## config.mk

```make
export PLATFORM = sky130hd
export DESIGN_NAME = fa_norm_lzc
export DESIGN_NICKNAME = d
export VERILOG_FILES = /design/src/rtl/fa_norm_lzc.sv
export SDC_FILE = /design/constraint.sdc
export NUM_CORES = 1
export LEC_CHECK = 0
export ABC_CLOCK_PERIOD_IN_PS = 4100
export BUFFER_PORTS_ARGS = -buffer_cell sky130_fd_sc_hd__buf_4
export CORE_MARGIN = 2
export CORE_UTILIZATION = 47
export CTS_CLUSTER_DIAMETER = 30
export DETAILED_ROUTE_END_ITERATION = 7
export PLACE_DENSITY = 0.73
export REMOVE_ABC_BUFFERS = 1
export SYNTH_ARGS = -nofsm -noshare
export SYNTH_HDL_FRONTEND = slang
export SYNTH_SLANG_ARGS = --single-unit
```

## constraint.sdc

```tcl
create_clock -name clk -period 4.1 [get_ports clk]
set_input_delay 0.82 -clock clk [delete_from_list [all_inputs] [get_ports clk]]
set_output_delay 0.82 -clock clk [all_outputs]
set_load 0.05 [all_outputs]
```

## src/rtl/fa_norm_lzc.sv

```systemverilog
// -----------------------------------------------------------------------------
// fa_norm_lzc
// Leading-zero detect and normalization control for the FP add/sub datapath.
// Sits in front of the 25-bit left barrel shifter. It takes the raw significand
// sum and the pre-normalization exponent, and produces:
//   - the shift amount,
//   - the carry (shift right by 1) indication,
//   - the adjusted exponent,
//   - the zero and overflow flags.
// It is a two-stage valid/ready pipeline, so the adder and the shifter can stall
// independently of each other.
//
// Ports
//   clk        : clock, rising edge
//   rst        : asynchronous active-high reset
//   in_valid   : upstream data valid
//   in_ready   : stage can accept an input this cycle (combinational)
//   mant_in    : significand sum [MW-1:0]; bit MW-1 = carry-out, MW-2 = hidden
//   exp_in     : pre-normalization biased exponent [EW-1:0]
//   sign_in    : result sign
//   out_valid  : outputs below are valid
//   out_ready  : downstream accepts
//   mant_out   : registered significand for the shifter
//   nshiftleft : left-shift amount 0..MW-1
//   shr1       : carry case, shift right by one instead of left
//   exp_out    : normalized exponent
//   sign_out   : registered sign
//   zero_out   : significand sum is zero
//   ovf_out    : exponent overflowed to infinity
// -----------------------------------------------------------------------------
module fa_norm_lzc #(
    parameter int MW   = 25,
    parameter int EW   = 8,
    parameter int EMAX = 254
) (
    input  logic          clk,
    input  logic          rst,
    input  logic          in_valid,
    output logic          in_ready,
    input  logic [MW-1:0] mant_in,
    input  logic [EW-1:0] exp_in,
    input  logic          sign_in,
    output logic          out_valid,
    input  logic          out_ready,
    output logic [MW-1:0] mant_out,
    output logic [4:0]    nshiftleft,
    output logic          shr1,
    output logic [EW-1:0] exp_out,
    output logic          sign_out,
    output logic          zero_out,
    output logic          ovf_out
);

    localparam int            SW     = 5;
    localparam logic [EW:0]   L_EMAX = (EW+1)'(EMAX);
    localparam logic [EW:0]   L_ONE  = (EW+1)'(1);

    // Priority encode over the fraction field (carry bit excluded).
    // The highest set bit wins; an all-zero field returns MW-1.
    function automatic logic [SW-1:0] lzc(input logic [MW-2:0] m);
        logic [SW-1:0] cnt;
        cnt = SW'(MW-1);
        for (int i = 0; i < MW-1; i++) begin
            if (m[i]) cnt = SW'(MW-2-i);
        end
        return cnt;
    endfunction

    logic          r_vld_p1;
    logic [MW-1:0] r_mant_p1;
    logic [EW-1:0] r_exp_p1;
    logic          r_sign_p1;

    logic          r_vld_p2;
    logic [MW-1:0] r_mant_p2;
    logic [SW-1:0] r_nsl_p2;
    logic          r_shr1_p2;
    logic [EW-1:0] r_exp_p2;
    logic          r_sign_p2;
    logic          r_zero_p2;
    logic          r_ovf_p2;

    logic          w_adv2;
    logic          w_load1;
    logic          w_load2;
    logic [SW-1:0] w_lz;
    logic [EW:0]   w_e_ext;
    logic [EW:0]   w_lz_ext;
    logic [EW:0]   w_inc;
    logic [EW:0]   w_diff;
    logic [EW:0]   w_dm1;
    logic [SW-1:0] w_nsl;
    logic          w_shr1;
    logic [EW-1:0] w_exp;
    logic          w_zero;
    logic          w_ovf;
    logic          w_unused;

    assign w_adv2   = !r_vld_p2 || out_ready;
    assign in_ready = !r_vld_p1 || w_adv2;
    assign w_load1  = in_valid && in_ready;
    assign w_load2  = r_vld_p1 && w_adv2;

    // Exponent arithmetic is one bit wider than EW so that e+1 and e-lz never
    // wrap before the range checks select the result.
    assign w_lz     = lzc(r_mant_p1[MW-2:0]);
    assign w_e_ext  = {1'b0, r_exp_p1};
    assign w_lz_ext = {{(EW+1-SW){1'b0}}, w_lz};
    assign w_inc    = w_e_ext + L_ONE;
    assign w_diff   = w_e_ext - w_lz_ext;
    assign w_dm1    = w_e_ext - L_ONE;
    assign w_unused = &{1'b0, w_inc[EW], w_diff[EW], w_dm1[EW:SW]};

    always_comb begin
        w_nsl  = '0;
        w_shr1 = 1'b0;
        w_exp  = '0;
        w_zero = 1'b0;
        w_ovf  = 1'b0;
        if (r_mant_p1[MW-1]) begin
            w_shr1 = 1'b1;
            if (w_e_ext >= L_EMAX) begin
                w_exp = '1;
                w_ovf = 1'b1;
            end else begin
                w_exp = w_inc[EW-1:0];
            end
        end else if (r_mant_p1 == '0) begin
            w_zero = 1'b1;
        end else if (w_e_ext > w_lz_ext) begin
            w_nsl = w_lz;
            w_exp = w_diff[EW-1:0];
        end else if (r_exp_p1 != '0) begin
            // Shift only as far as the minimum exponent allows; the result
            // stays subnormal.
            w_nsl = w_dm1[SW-1:0];
        end
    end

    // ---- stage 1: capture operands ----
    always_ff @(posedge clk or posedge rst) begin
        if (rst) begin
            r_vld_p1  <= 1'b0;
            r_mant_p1 <= '0;
            r_exp_p1  <= '0;
            r_sign_p1 <= 1'b0;
        end else begin
            if (in_ready) r_vld_p1 <= in_valid;
            if (w_load1) begin
                r_mant_p1 <= mant_in;
                r_exp_p1  <= exp_in;
                r_sign_p1 <= sign_in;
            end
        end
    end

    // ---- stage 2: register normalization results ----
    always_ff @(posedge clk or posedge rst) begin
        if (rst) begin
            r_vld_p2  <= 1'b0;
            r_mant_p2 <= '0;
            r_nsl_p2  <= '0;
            r_shr1_p2 <= 1'b0;
            r_exp_p2  <= '0;
            r_sign_p2 <= 1'b0;
            r_zero_p2 <= 1'b0;
            r_ovf_p2  <= 1'b0;
        end else begin
            if (w_adv2) r_vld_p2 <= r_vld_p1;
            if (w_load2) begin
                r_mant_p2 <= r_mant_p1;
                r_nsl_p2  <= w_nsl;
                r_shr1_p2 <= w_shr1;
                r_exp_p2  <= w_exp;
                r_sign_p2 <= r_sign_p1;
                r_zero_p2 <= w_zero;
                r_ovf_p2  <= w_ovf;
            end
        end
    end

    assign out_valid  = r_vld_p2;
    assign mant_out   = r_mant_p2;
    assign nshiftleft = r_nsl_p2;
    assign shr1       = r_shr1_p2;
    assign exp_out    = r_exp_p2;
    assign sign_out   = r_sign_p2;
    assign zero_out   = r_zero_p2;
    assign ovf_out    = r_ovf_p2;

endmodule

```

**Word level (Yosys, flattened, before mapping)**

Index checks and enable logic that the tools add are counted.

- Register bits after elaboration: 78
- Input bits: 38
- Output and inout bits: 44
- Word-level logic and storage cells: 62

- Add/sub/neg operators: 3
- Magnitude comparators: 2
- Muxes and demuxes: 37
- Reduce and logical (&&, ||, !) cells: 8

Operators by type and width:

| cell | count |
|---|---|
| 2-to-1 mux 5 bit | 26 |
| 2-to-1 mux 8 bit | 4 |
| zero test 25 bit | 1 |
| adder 8 x 1 -> 8 bit, second input constant | 1 |
| greater-or-equal comparator 8 bit, second input constant | 1 |
| > comparator 8 x 5 -> 1 bit | 1 |
| 2-to-1 mux 4 bit | 2 |
| nonzero test 8 bit | 1 |
| subtractor 8 x 5 -> 8 bit | 1 |
| 2-to-1 mux 1 bit | 5 |
| subtractor 5 x 1 -> 5 bit, second input constant | 1 |
| logical AND 1 bit | 2 |
| zero test 1 bit | 2 |
| logical OR 1 bit | 2 |

**Longest topological paths before layout**

Gate-level depths: netlist of run 1.

- Depth in word-level cells: 28
- Depth in mapped cells: 14
- Mapped depth without buffers: 13

**Worst setup path after synthesis of run 1**

No wires, ideal clock.

- Kind: reg2reg
- Start point: reg r_mant_p1[1]
- End point: reg r_exp_p2[7] (netlist: exp_out[7])
- Slack: 0.987 ns
- Period minus slack after synthesis: 3.113 ns
- Path buffers: 1
- Arrival: 2.965 ns
- Cell stages (with the launch flop): 15
- Library setup time: 0.148 ns
- Required time: 3.952 ns
- Cells stage by stage: dfrtp_1 nand2b_1 a2111oi_0 o221ai_1 a311o_1 inv_1 ha_1 inv_1 fa_1 a211oi_1 nor2_1 o31ai_4 nand2b_1 buf_6 o2111ai_2

- Cells in the longest elaborated chain, start to end: 27
- Elaborated cells on any way between the ends: 29
- Classes of those cells: 1 x add/sub; 1 x order compare; 26 x mux; 1 x reduce/logical

RTL lines:

| what | RTL line | RTL |
|---|---|---|
| start, declared | 70 | `logic [MW-1:0] r_mant_p1;` |
| start signal, assigned | 150 | `r_mant_p1 <= mant_in;` |
| 2-to-1 mux 4 bit | 64 | `if (m[i]) cnt = SW'(MW-2-i);` |
| 2-to-1 mux 5 bit (22 in series) | 64 |  |
| subtractor 8 x 5 -> 8 bit / > comparator 8 x 5 -> 1 bit (equally long branches) | 110, 130 |  |
| 2-to-1 mux 8 bit | 130 | `end else if (w_e_ext > w_lz_ext) begin` |
| 2-to-1 mux 8 bit (*) | 128 | `end else if (r_mant_p1 == '0) begin` |
| 2-to-1 mux 8 bit (*) | 120 | `if (r_mant_p1[MW-1]) begin` |
| end signal, assigned | 174 | `r_exp_p2 <= w_exp;` |
| end, declared | 78 | `logic [EW-1:0] r_exp_p2;` |

Mark *: on every way between the ends. The rest lies on a longest branch, timed or not.
A chain may end at the register's enable or synchronous reset.

**Worst setup path in the final report of run 1**

Same ends and word-level chain as after synthesis.

==> results of run 1 <==
state kept, by name, indices dropped and copies added, names as in the netlist, 5 cells and up:
| name | cells |
|---|---|
| exp_out | 8 |
| mant_out | 25 |
| nshiftleft | 5 |
| r_exp_p1 | 8 |
| r_mant_p1 | 25 |
kinds of logic after synthesis:
family	after synthesis	share of synthesized area [%]
buffers and inverters	28	3.29
flip-flops	77	50.7
adder cells (fa/ha/maj)	11	3.82
AO/OA/AOI/OAI	51	9.94
multiplexers	59	17.4
AND/OR/NAND/NOR	83	11.4
XOR/XNOR	15	3.46
path summary, 6_finish.rpt:
| check | startpoint | endpoint | slack (ps) | cells after the start |
|---|---|---|---|---|
| worst max-delay path | r_mant_p1[1]$_DFFE_PP0P_ | exp_out[7]$_DFFE_PP0P_ | 450 | 13 |
| worst min-delay path | ovf_out$_DFFE_PP0P_ | ovf_out$_DFFE_PP0P_ | 480 | 2 |
| worst max register to register | r_mant_p1[1]$_DFFE_PP0P_ | exp_out[7]$_DFFE_PP0P_ | 450 | 13 |
| worst min register to register | ovf_out$_DFFE_PP0P_ | ovf_out$_DFFE_PP0P_ | 480 | 2 |
| max in group asynchronous | rst | r_exp_p1[4]$_DFFE_PP0P_ | 2610 | 3 |
| min in group asynchronous | rst | mant_out[2]$_DFFE_PP0P_ | 630 | 2 |
where the power goes:
group          total [mW]  switching [mW]  leakage [nW]  internal [mW]
Clock               0.477           0.264        0.0856          0.213
Combinational       0.978           0.611          1.04          0.367
Sequential           1.05           0.143         0.919          0.910
stage by stage:
stage,hold WS (ps),area (um^2)
floorplan,475,3720
global placement,462,4490
detailed placement,473,4490
CTS,490,4640
global route,525,4640
finish,485,4640
worst max-delay path, cell delays in order (launching register included):
cell,delay [ps]
dfrtp_1,410
nand2b_1,160
a2111oi_0,480
o221ai_1,200
a311o_1,330
inv_1,70
ha_1,160
inv_1,60
fa_1,410
a211oi_1,220
nor2_1,110
o31ai_4,350
nand2b_1,400
o2111ai_2,160
layout by cell type (no fill, tap or decap), drive strengths merged, types with 3 or more instances in the layout:
cell and instances:
a21oi 6, a22oi 5, buf 84, clkbuf 10, clkinv 6, dfrtp 77, ha 10, inv 12
mux2 56, mux2i 3, nand2 20, nand2b 8, nand3 5, nor2 16, nor2b 3, nor3 10
nor4 7, o211ai 6, o21ai 14, or3 3, or4 3, xnor2 14
per-layer routing:
| metal | part of all wire (%) | track usage [%] | up-vias |
|---|---|---|---|
| met3 | 5.2 | 5.06 | 12 |
| met1 | 45 | 27.0 | 1339 |
| met5 | 0 | 0 | - |
| li1 | - | - | 1327 |
| met4 | 1.3 | 6.16 | 0 |
| met2 | 48 | 31.0 | 67 |
area by class of cell:
class,instances,area (um^2)
fillers,672,3120
flip-flops and latches,77,1930
multi-input cells,219,1750
repair buffers,84,631
clock buffers,10,128
well taps,102,128
inverters,13,50.0
clock inverters,5,28.8
==> metrics.md, run 1 <==
| Metric | Value |
|---|---|
| Top-count cell post-synth | dfrtp_1 |
| Post-synth top area share | 50.7% |
| Slew headroom | 40.2% |
| Mapped Area | 3800 um^2 |
| Required time of the worst setup path | 4300 ps |
| TNS Setup | 0 ps |
| Port-buffer cells | 81 |
| P_leak | 2.05 nW |
| Clock Latency Late Sink | 340 ps |
| Fin crit period | 3650 ps |
| Most instantiated cells after synthesis | 77 x dfrtp_1, 56 x mux2_2, 20 x nand2_1 |
| Largest net degree at the start of global routing | 53 |
| Chip width | 93.9 um |
| PwrDens | 540 nW/um^2 |
| Synth top area cells | dfrtp_1 51%, mux2_2 17%, ha_1 3.3% |
| Hpwl dp | 5.90 mm |
| Synth warn | 0 |
| CP endpoint kind | flop |
| Count of maximum capacitance violations | 0 |
| Part of the cycle the worst path needs | 89.0% |
| Final setup fails | 0 |
| Syn avg cell area | 11.7 um^2 |
| Status | finished, final reports clean |
| Routed WL | 7.96 mm |
| Layout cell share with drive strength beyond 1 | 39.5% |
| H-tree depth | 3 |
| Cell Count, Final, Fillers Out | 510 |
| Crit Path Class | flop to flop |
| Total CTS buffers | 9 |
| WP data arrival | 3850 ps |
| Slew Viols, Final | 0 |
| Initial antenna violation count | 0 |
| Final WS setup | 453 ps |
| Clock Skew | 6.91 ps |
| Hold/Removal Path Class | flop to flop |
| Antenna Cells | 0 |
| Peak supply drop | 0.259 mV |
| Clk sinks | 77 |
| Final Hold Viols | 0 |
| Via count | 2745 |
| Top cell type by total area after synthesis | dfrtp_1 |
| Tot GR Track Use | 19.7% |
| First-pass GRT wire length | 13.6 mm |
| Synth Flop Type | dfrtp_1 |
| EDFF count, synth | 0 |
| Grt total ovfl | 0 |
| Fmax | 274 MHz |
| DRC | 0 |
| Avg WL per Cell | 15.6 um |
| TritonCTS clock tree | yes |
| Initial drt markers | 117 |
| Post-DRT Antenna Nets | 0 |
| Deepest clock path buffer count | 2 |
| IO Pins | 82 |
| Cell count after synthesis | 324 |
| Worst setup SP type | flop |
| Worst-margin pin slew | 897 ps |
| Clock slew at reported path FFs | 80 ps |
| Area Growth Syn to Fin | 22.2% |
| First-pass detailed-route iteration total | 4 |
| Die Height | 93.9 um |
| Initial core utilization | 48.9% |
| Setup Fix Bufs, Post-CTS | 0 |
| Seq/Total Area, Yosys | 50.7% |
| Cts-stage hold buffer count | 0 |
| Nets@finish | 453 |
| Synth cell types | 49 |
| CP max FO | 9 |
| RSZ-0062 raised after global routing | no |
| Die area | 8820 um^2 |
| PostCTS Resize Cnt | 0 |
| Number of synthesized register bits | 77 |
| Final GP Congestion | 0.858 |
| Final Core Density | 59.8% |
| Std cell rows | 32 |
| Post-placement cell count | 495 |
| Vias per inst | 5.38 |
| Number of global-route vias before repair | 2757 |
| Synth async-reset ratio | 100% |
| Total power | 2.51 mW |
| Placeable Area | 7770 um^2 |
| Root Driver | clkbuf_8 |
| Post-Place Worst Slack | 431 ps |
No activity file was read; power rests on OpenSTA's default activity.
==> run 2, diff against run 1 <==
Settings changed: CTS_BUF_LIST set to sky130_fd_sc_hd__clkbuf_4 sky130_fd_sc_hd__clkbuf_8.
==> run 2 against run 1 <==
Against the previous run: setup slack lost 15 ps; fmax fell by 0.41%; highest routed layer unchanged; count of clock-buffer cells in the layout did not move; critical path type unchanged; sequential power barely moved; combinational power barely moved; first-iteration DRC count up 0.85%.
==> metrics.md, run 2 (synthesis gave the netlist of run 1 again) <==
| Metric | Value |
|---|---|
| Status | finished, final reports clean |
| CP endpoint kind | flop |
| Sw Pwr | 1.02 mW |
| Die Height | 93.9 um |
| Root Driver | clkbuf_8 |
| Fmax | 273 MHz |
| Sw frac | 40.5% |
| Total CTS buffers | 9 |
| Number of global-route vias before repair | 2757 |
| Nets@finish | 453 |
| Clk sinks | 77 |
| Required time of the worst setup path | 4300 ps |
| Area Growth Syn to Fin | 22.3% |
| RSZ-0062 raised after global routing | no |
| Setup Fix Bufs, Post-CTS | 0 |
| Deepest clock path buffer count | 2 |
| Crit Path Class | flop to flop |
| PwrDens | 541 nW/um^2 |
| Pint | 1.50 mW |
| Die area | 8820 um^2 |
| Clock Skew | 6.91 ps |
| Tot GR Track Use | 19.7% |
| Hold Path Origin | ovf_out$_DFFE_PP0P_ |
| Std cell rows | 32 |
| Reg2Reg Setup Slack | 440 ps |
| WP data arrival | 3860 ps |
| Clock Latency Late Sink | 340 ps |
| TritonCTS clock tree | yes |
| Slew headroom | 40.5% |
| Routed WL | 7.98 mm |
| Vias per inst | 5.40 |
| GRT met1 Usage | 27.0% |
| Layout fillers | 673 |
| Final GP Congestion | 0.858 |
| Post-placement cell count | 495 |
| Critical path, cell by cell | nand2b_1, a2111oi_0, o221ai_1, a311o_1, inv_1, ha_1, inv_1, fa_1, a211oi_1, nor2_1, o31ai_4, nand2b_1, o2111ai_2 |
| Worst r2r src | r_mant_p1[1]$_DFFE_PP0P_ |
| Avg WL per Cell | 15.6 um |
| Port-buffer cells | 81 |
| Part of the cycle the worst path needs | 89.3% |
| CP max FO | 9 |
| Cell Count, Final, Fillers Out | 510 |
| H-tree depth | 3 |
| WHS Endpoint | ovf_out$_DFFE_PP0P_ |
| Hold/Removal Path Class | flop to flop |
| TNS Setup | 0 ps |
| R2R Path End | exp_out[7]$_DFFE_PP0P_ |
| Chip width | 93.9 um |
| Most common cell after layout, fill and taps aside | buf_4 |
| PostCTS Resize Cnt | 0 |
| CP max stage delay | 490 ps |
| Initial core utilization | 48.9% |
| Largest net degree at the start of global routing | 53 |
| Hold path depth | 2 |
| Peak supply drop | 0.259 mV |
| First-pass detailed-route iteration total | 4 |
| Grt total ovfl | 0 |
| Via count | 2755 |
| Initial antenna violation count | 0 |
| Met2 Use GR | 31.0% |
| IO Pins | 82 |
| GR peak layer | met2 |
| Slowest-stage cell, CP | a2111oi_0 |
| Initial drt markers | 118 |
| Most frequent cells in the layout | 84 x buf_4, 77 x dfrtp_1, 56 x mux2_2, 19 x nand2_1, 16 x nor2_1 |
| Cts-stage hold buffer count | 0 |
| P_leak | 2.05 nW |
| DRC | 0 |
| Post-DRT Antenna Nets | 0 |
| Placeable Area | 7770 um^2 |
| Logic pwr share | 38.9% |
| Clock slew at reported path FFs | 80 ps |
| Hpwl dp | 5.90 mm |
| Slew Viols, Final | 0 |
| Worst setup SP type | flop |
| Met3 usage | 5.06% |
| Sequential cell fraction of total power | 41.8% |
| Layout cell share with drive strength beyond 1 | 39.7% |
| Fin crit period | 3660 ps |
| Reg2reg path depth | 13 |
| Final setup fails | 0 |
| Worst-margin pin slew | 892 ps |
| Antenna Cells | 0 |
| First-pass GRT wire length | 13.6 mm |
| Final Hold Viols | 0 |
| Clock network fraction of total power | 19.3% |
| Count of maximum capacitance violations | 0 |
[run 2: cell count changes in the layout (fill, tap and decap cells not counted)]
cell / previous run / this run
clkbuf_1: 1 / 0
clkbuf_4: 0 / 1
[run 2: layout make-up]
cell class | instances | area (um^2) | share of cell area, %
tap | 102 | 128 | 2.75
sequential | 77 | 1930 | 41.5
clock buffer | 10 | 131 | 2.83
timing repair buffer | 84 | 631 | 13.6
multi-input combinational | 219 | 1750 | 37.7
inverter | 13 | 50.0 | 1.08
clock inverter | 5 | 28.8 | 0.619
[run 2: critical path, delay by kind of cell, from the launching register on]
family | cells | cell delay [ps]
DFF | 1 | 410
and+or+nand+nor | 3 | 660
adders and majority gates | 2 | 570
buffers and inverters | 2 | 130
AOI/OAI and AO/OA | 6 | 1750
[run 2: layer usage]
layer / up-vias / wire (um)
li1: 1326 / -
met1: 1351 / 3670
met2: 66 / 3800
met3: 12 / 402
met4: 0 / 105
met5: - / 0
[run 2: worst max-delay path by stage]
stage | start | end | slack [ps] | depth (start not counted)
global route | r_mant_p1[1]$_DFFE_PP0P_ | nshiftleft[0]$_DFFE_PP0P_ | 40 | 13
global placement | r_mant_p1[1]$_DFFE_PP0P_ | exp_out[7]$_DFFE_PP0P_ | 610 | 13
CTS | r_mant_p1[1]$_DFFE_PP0P_ | exp_out[7]$_DFFE_PP0P_ | 400 | 13
finish | r_mant_p1[1]$_DFFE_PP0P_ | exp_out[7]$_DFFE_PP0P_ | 440 | 13
detailed placement | r_mant_p1[1]$_DFFE_PP0P_ | exp_out[5]$_DFFE_PP0P_ | 430 | 13
floorplan | r_mant_p1[1]$_DFFE_PP0P_ | exp_out[7]$_DFFE_PP0P_ | 930 | 13
[run 2: per-stage QoR]
stage	instance area [um^2]	power (mW)	worst slack [ps]	hold WS, ps	util (%)
2_1_floorplan	3720	1.74	930	475	-
3_3_place_gp	4490	2.04	608	462	57.8
3_5_place_dp	4490	2.06	431	473	57.8
4_1_cts	4650	2.54	397	490	59.8
5_1_grt	4650	2.66	39.0	525	59.8
6_report	4650	2.52	438	485	59.8
[run 2: power groups by stage]
stage	registers, mW	clock network, mW	logic [mW]
floorplan	1.40	0	0.343
global placement	1.06	0	0.982
detailed placement	1.07	0	0.988
CTS	1.05	0.500	0.990
global route	1.08	0.539	1.04
finish	1.05	0.485	0.978
